--- config.mk ---
export PLATFORM = sky130hd
export DESIGN_NAME = svc_soc_io_uart_rx
export DESIGN_NICKNAME = d
export VERILOG_FILES = /design/src/rtl/svc_soc_io_uart_rx.sv
export SDC_FILE = /design/constraint.sdc
export NUM_CORES = 1
export LEC_CHECK = 0
export BUFFER_PORTS_ARGS = -buffer_cell sky130_fd_sc_hd__buf_2
export CAP_MARGIN = 10
export CELL_PAD_IN_SITES_DETAIL_PLACEMENT = 0
export CELL_PAD_IN_SITES_GLOBAL_PLACEMENT = 1
export CORE_ASPECT_RATIO = 0.9
export CORE_UTILIZATION = 35
export DETAILED_ROUTE_END_ITERATION = 6
export GPL_TIMING_DRIVEN = 0
export PLACE_DENSITY_LB_ADDON = 0.15
export SLEW_MARGIN = 20
export SYNTH_ARGS = -nofsm -noshare
export SYNTH_HDL_FRONTEND = slang
export SYNTH_SLANG_ARGS = --single-unit
--- constraint.sdc ---
create_clock -name clk -period 4.7 [get_ports clk]
set_input_delay 0.94 -clock clk [delete_from_list [all_inputs] [get_ports clk]]
set_output_delay 0.94 -clock clk [all_outputs]
set_load 0.02 [all_outputs]
--- src/rtl/svc_soc_io_uart_rx.sv ---
// 8N1 UART receiver with an MMIO-mapped RX byte FIFO, plus sticky overrun and framing flags.
// Only address bits [7:0] are decoded. The bytes are read from RX_DATA (0x10); the status is at RX_STATUS (0x14).
module svc_soc_io_uart_rx #(
  parameter int CLOCK_FREQ = 25_000_000,
  parameter int BAUD_RATE  = 115_200,
  parameter int FIFO_DEPTH = 4
) (
  input  logic        clk,
  input  logic        rst,
  input  logic        io_wen,
  input  logic [31:0] io_waddr,
  input  logic [31:0] io_wdata,
  input  logic [3:0]  io_wstrb,
  input  logic        io_ren,
  input  logic [31:0] io_raddr,
  output logic [31:0] io_rdata,
  input  logic        uart_rx,
  output logic        rx_irq
);

  localparam int CLKS_PER_BIT = CLOCK_FREQ / BAUD_RATE;
  localparam int HALF_BIT     = CLKS_PER_BIT / 2;
  localparam int CW           = (CLKS_PER_BIT > 1) ? $clog2(CLKS_PER_BIT) : 1;
  localparam int AW           = $clog2(FIFO_DEPTH);
  localparam int NW           = $clog2(FIFO_DEPTH + 1);

  // The counter runs down to zero. Each load is therefore (interval - 1).
  localparam logic [CW-1:0] FULL_LOAD = CW'(CLKS_PER_BIT - 1);
  localparam logic [CW-1:0] HALF_LOAD = CW'((HALF_BIT > 0) ? HALF_BIT - 1 : 0);
  localparam logic [NW-1:0] DEPTH_N   = NW'(FIFO_DEPTH);

  localparam logic [7:0] ADDR_DATA = 8'h10;
  localparam logic [7:0] ADDR_STAT = 8'h14;

  localparam logic [2:0] ST_IDLE      = 3'd0;
  localparam logic [2:0] ST_START     = 3'd1;
  localparam logic [2:0] ST_DATA      = 3'd2;
  localparam logic [2:0] ST_STOP      = 3'd3;
  localparam logic [2:0] ST_WAIT_IDLE = 3'd4;

  logic          r_sync1, r_sync2;
  logic [2:0]    r_state;
  logic [CW-1:0] r_cnt;
  logic [2:0]    r_bitidx;
  logic [7:0]    r_shift;
  logic [7:0]    r_mem [FIFO_DEPTH];
  logic [AW-1:0] r_wptr, r_rptr;
  logic [NW-1:0] r_count;
  logic          r_ovr, r_fe;

  logic w_line, w_tick, w_push, w_fe_set;
  logic w_not_empty, w_full, w_pop, w_push_ok, w_ovr_set, w_clr;
  logic w_unused;

  assign w_unused = ^{io_wstrb, io_waddr[31:8], io_raddr[31:8], io_wdata[31:3], io_wdata[0]};

  // The serial line is asynchronous. It passes through two flops, which idle high.
  always_ff @(posedge clk or posedge rst) begin
    if (rst) begin
      r_sync1 <= 1'b1;
      r_sync2 <= 1'b1;
    end else begin
      r_sync1 <= uart_rx;
      r_sync2 <= r_sync1;
    end
  end

  assign w_line   = r_sync2;
  assign w_tick   = (r_cnt == '0);
  assign w_push   = (r_state == ST_STOP) && w_tick && w_line;
  assign w_fe_set = (r_state == ST_STOP) && w_tick && !w_line;

  always_ff @(posedge clk or posedge rst) begin
    if (rst) begin
      r_state  <= ST_IDLE;
      r_cnt    <= '0;
      r_bitidx <= '0;
      r_shift  <= '0;
    end else begin
      case (r_state)
        ST_IDLE: begin
          if (!w_line) begin
            r_state <= ST_START;
            r_cnt   <= HALF_LOAD;
          end
        end
        ST_START: begin
          if (!w_tick) begin
            r_cnt <= r_cnt - 1'b1;
          end else if (!w_line) begin
            r_state  <= ST_DATA;
            r_cnt    <= FULL_LOAD;
            r_bitidx <= '0;
          end else begin
            // The line went high before mid-start. Treat it as a glitch and return quietly.
            r_state <= ST_IDLE;
          end
        end
        ST_DATA: begin
          if (!w_tick) begin
            r_cnt <= r_cnt - 1'b1;
          end else begin
            r_shift <= {w_line, r_shift[7:1]};
            r_cnt   <= FULL_LOAD;
            if (r_bitidx == 3'd7) r_state <= ST_STOP;
            else                  r_bitidx <= r_bitidx + 1'b1;
          end
        end
        ST_STOP: begin
          if (!w_tick) r_cnt <= r_cnt - 1'b1;
          else         r_state <= w_line ? ST_IDLE : ST_WAIT_IDLE;
        end
        ST_WAIT_IDLE: begin
          if (w_line) r_state <= ST_IDLE;
        end
        default: r_state <= ST_IDLE;
      endcase
    end
  end

  assign w_not_empty = (r_count != '0);
  assign w_full      = (r_count == DEPTH_N);
  assign w_pop       = io_ren && (io_raddr[7:0] == ADDR_DATA) && w_not_empty;
  // On a full FIFO, a same-edge pop frees the slot that the push needs.
  assign w_push_ok   = w_push && (!w_full || w_pop);
  assign w_ovr_set   = w_push && w_full && !w_pop;
  assign w_clr       = io_wen && (io_waddr[7:0] == ADDR_STAT);

  always_ff @(posedge clk) begin
    if (w_push_ok) r_mem[r_wptr] <= r_shift;
  end

  always_ff @(posedge clk or posedge rst) begin
    if (rst) begin
      r_wptr  <= '0;
      r_rptr  <= '0;
      r_count <= '0;
    end else begin
      if (w_push_ok) r_wptr <= r_wptr + 1'b1;
      if (w_pop)     r_rptr <= r_rptr + 1'b1;
      case ({w_push_ok, w_pop})
        2'b10:   r_count <= r_count + 1'b1;
        2'b01:   r_count <= r_count - 1'b1;
        default: r_count <= r_count;
      endcase
    end
  end

  // A write-1-to-clear loses to a set on the same edge.
  always_ff @(posedge clk or posedge rst) begin
    if (rst) begin
      r_ovr <= 1'b0;
      r_fe  <= 1'b0;
    end else begin
      r_ovr <= w_ovr_set | (r_ovr & ~(w_clr & io_wdata[1]));
      r_fe  <= w_fe_set  | (r_fe  & ~(w_clr & io_wdata[2]));
    end
  end

  always_comb begin
    io_rdata = '0;
    if (io_ren) begin
      case (io_raddr[7:0])
        ADDR_DATA: begin
          io_rdata[31] = w_not_empty;
          if (w_not_empty) io_rdata[7:0] = r_mem[r_rptr];
        end
        ADDR_STAT: begin
          io_rdata[11:8] = 4'(r_count);
          io_rdata[2]    = r_fe;
          io_rdata[1]    = r_ovr;
          io_rdata[0]    = w_not_empty;
        end
        default: io_rdata = '0;
      endcase
    end
  end

  assign rx_irq = w_not_empty;

endmodule

==> metrics.md <==
| Metric | Value |
|---|---|
| GPL Wtd Cong | `0.7207` |
| Site Rows | `32` |
| Number of synthesized flops with an enable pin | `32` |
| Hold buffers post-CTS | `0` |
| Number of synthesis warnings | `0` |
| ANT nets after route | `0` |
| Ant diodes | `0` |
| # IOs | `about 140` |
| Clock root buffer | `clkbuf_8` |
| Worst Path Max Fanout | `10` |
| Sequential share of the synthesized area | `between 50% and 60%` |
| WS Path Type | `in -> out` |
| Slack of the critical path | `between 1 and 1.5 ns` |
| Synth unique cells | `56` |
| Post-DP HPWL | `~4200 um` |
| Synth Area per Inst | `approximately 13 um^2` |
| RSZ-0062 raised after global routing | `false` |
| Final Hold Vio Count | `0` |
| Post-CTS setup repair buffer count | `0` |
| Wire length of the first global-routing pass | `10,030 um` |
| Starting Density | `between 30% and 40%` |
| H-tree depth | `3` |
| Worst skew pair latency | `roughly 0.34 ns` |
| WL final | `6029 um` |
| DP Area | `between 3000 and 4000 um^2` |
| Final setup violation count | `0` |
| Max-slew headroom at the worst pin | `53.09%` |
| First drt pass iteration count | `4` |
| Final period utilization | `between 60 and 70%` |
| Synth area leader | `edfxtp_1` |
| Worst Tran Pin Value | `~0.7 ns` |
| Lkg Pwr | `roughly 1.8 nW` |
| Worst min path class | `reg -> reg` |
| Setup slack at placement | `around 1.4 ns` |
| #FFs+latches synth | `65` |
| Synth top area cells | `edfxtp_1, dfrtp_1, mux4_2` |
| Fmax | `305.5 MHz` |
| Final core occ | `between 40 and 50%` |
| Port bufs | `35` |
| Core area | `approximately 8700 um^2` |
| Fin area | `roughly 3900 um^2` |
| Gr usage total | `14.40%` |
| Max Cap Viol | `0` |
| Cells after Synth | `between 200 and 250` |
| Min Clock Period, post-route | `~3.3 ns` |
| Req. time, crit path | `approximately 3.8 ns` |
| CTS sink count | `65` |
| Synth top area share | `30.11%` |
| Initial antenna violation count | `0` |
| CTS Buf Count | `9` |
| Outcome | `finished, final reports clean` |
| Chip Height | `92.60 um` |
| Async set-reset flop share out of synthesis | `between 50% and 60%` |
| Setup TNS | `0 ns` |
| Largest net degree at the start of global routing | `21` |
| Layout fillers | `just under 900` |
| Crit path capture type | `output port` |
| Starting DRC count in detailed routing | `just over 90` |
| Setup Skew | `between 0.006 and 0.007 ns` |
| Post-synth top flop | `edfxtp_1` |
| CTS resizes | `0` |
| Area added between synthesis and finish | `21.05%` |
| Overall Power | `1.270 mW` |
| Worst-path clk slew | `around 0.08 ns` |
| Layout cells sized above 1 | `between 30% and 40%` |
| Drt via density | `4.638` |
| Via count | `slightly above 2,000` |
| Area of the mapped netlist | `approximately 3200 um^2` |
| Nets | `429` |
| Worst EP arrival | `roughly 2.3 ns` |
| CTS tree | `yes` |
| DRC errors left | `0` |
| Vias in the first global route | `1,971` |
| Worst IR Drop VDD | `around 0.00017 V` |
| Total die area | `~9500 um^2` |
| Max-slew violation count | `0` |
| Die Width | `between 100 and 150 um` |
| Power per cell area | `328.8 nW/um^2` |
| WL/cell | `13.73 um` |
| Clk buf depth | `2` |
| Total gr overflow | `0` |
| Critical path launch point type | `primary input` |
==> state kept, by name (all words and copies together) (netlist names) <==
name / count
r_sync1: 1
r_bitidx: 3
r_shift: 8
r_rptr: 2
r_mem: 32
r_wptr: 2
r_cnt: 8
r_count: 3
r_fe: 1
r_ovr: 1
r_sync2: 1
r_state: 3
==> cells in the mapped netlist (4+ instances only) <==
library cell  number
nor2_1            17
nand2_1           13
xnor2_1            5
o21ai_0            8
ha_1               8
nor2b_1            7
mux4_2             8
edfxtp_1          32
dfrtp_1           31
and2_1             7
buf_4             20
a22oi_1            4
nor3_1            11
mux2_2             8
inv_1             13
clkbuf_1           4
o22a_1             4
==> layout make-up <==
class,count,area (um^2),area share [%]
repair buffers,36,202.7,5.246
clock buffers,9,123.9,3.206
clock inverters,7,125.1,3.238
flip-flops and latches,65,1789,46.31
well taps,119,148.9,3.854
multi-input cells,163,1245,32.22
plain buffers,27,180.2,4.663
inverters,13,48.80,1.263
==> where the power goes <==
group	internal, mW	switching, mW
clock network	0.358	0.229
registers	0.600	0.00657
logic	0.0344	0.0428
total	0.992	0.278
==> layer usage <==
layer	global-route usage, %	routed length [um]	vias up
met1	20.23	3030	961
met2	21.11	2641	57
met4	4.286	72	0
met5	0	0	-
met3	4.604	285	7
li1	-	-	1011
==> cell families after synthesis <==
group,count (synthesis),synth area share [%]
AOI/OAI and AO/OA,36,8.821
xor gates and xnor gates,5,1.372
adders and majority gates,9,3.763
buffers and inverters,40,7.173
DFF,65,56.06
muxes,19,9.565
other,1,0.1175
and+or+nand+nor,74,13.13
==> path summary, 6_finish.rpt <==
path	start	end	slack, ns	cells after the start
max reg2reg	r_cnt[0]	r_mem[0][1]	1.98	7
min in group asynchronous	rst	r_bitidx[2]	0.56	2
min reg2reg	r_sync1	r_sync2	0.37	0
max in group asynchronous	rst	r_shift[5]	3.71	3
min	r_sync1	r_sync2	0.37	0
max	io_raddr[1]	io_rdata[3]	1.43	6
==> worst max-delay path, stage by stage <==
cell and delay (ns):
buf_2 0.10, nor4_1 0.39, nand4_1 0.29, buf_2 0.29, nor2b_1 0.14, buf_2 0.17
==> cells in the final DEF, fill, tap and decap left out, types with 9 or more instances in the layout <==
master    count
buf_2        37
buf_4        20
clkbuf_8      9
conb_1       20
dfrtp_1      31
edfxtp_1     32
inv_1        12
nand2_1      13
nor2_1       17
nor3_1       11
==> through the flow <==
step	instances	hold slack, ns
2_1_floorplan	268	0.3452
6_report	439	0.3667
3_5_place_dp	423	0.3555
4_1_cts	439	0.3676
3_3_place_gp	422	0.3464
5_1_grt	439	0.3705
Power figures use the tool's default switching activity.
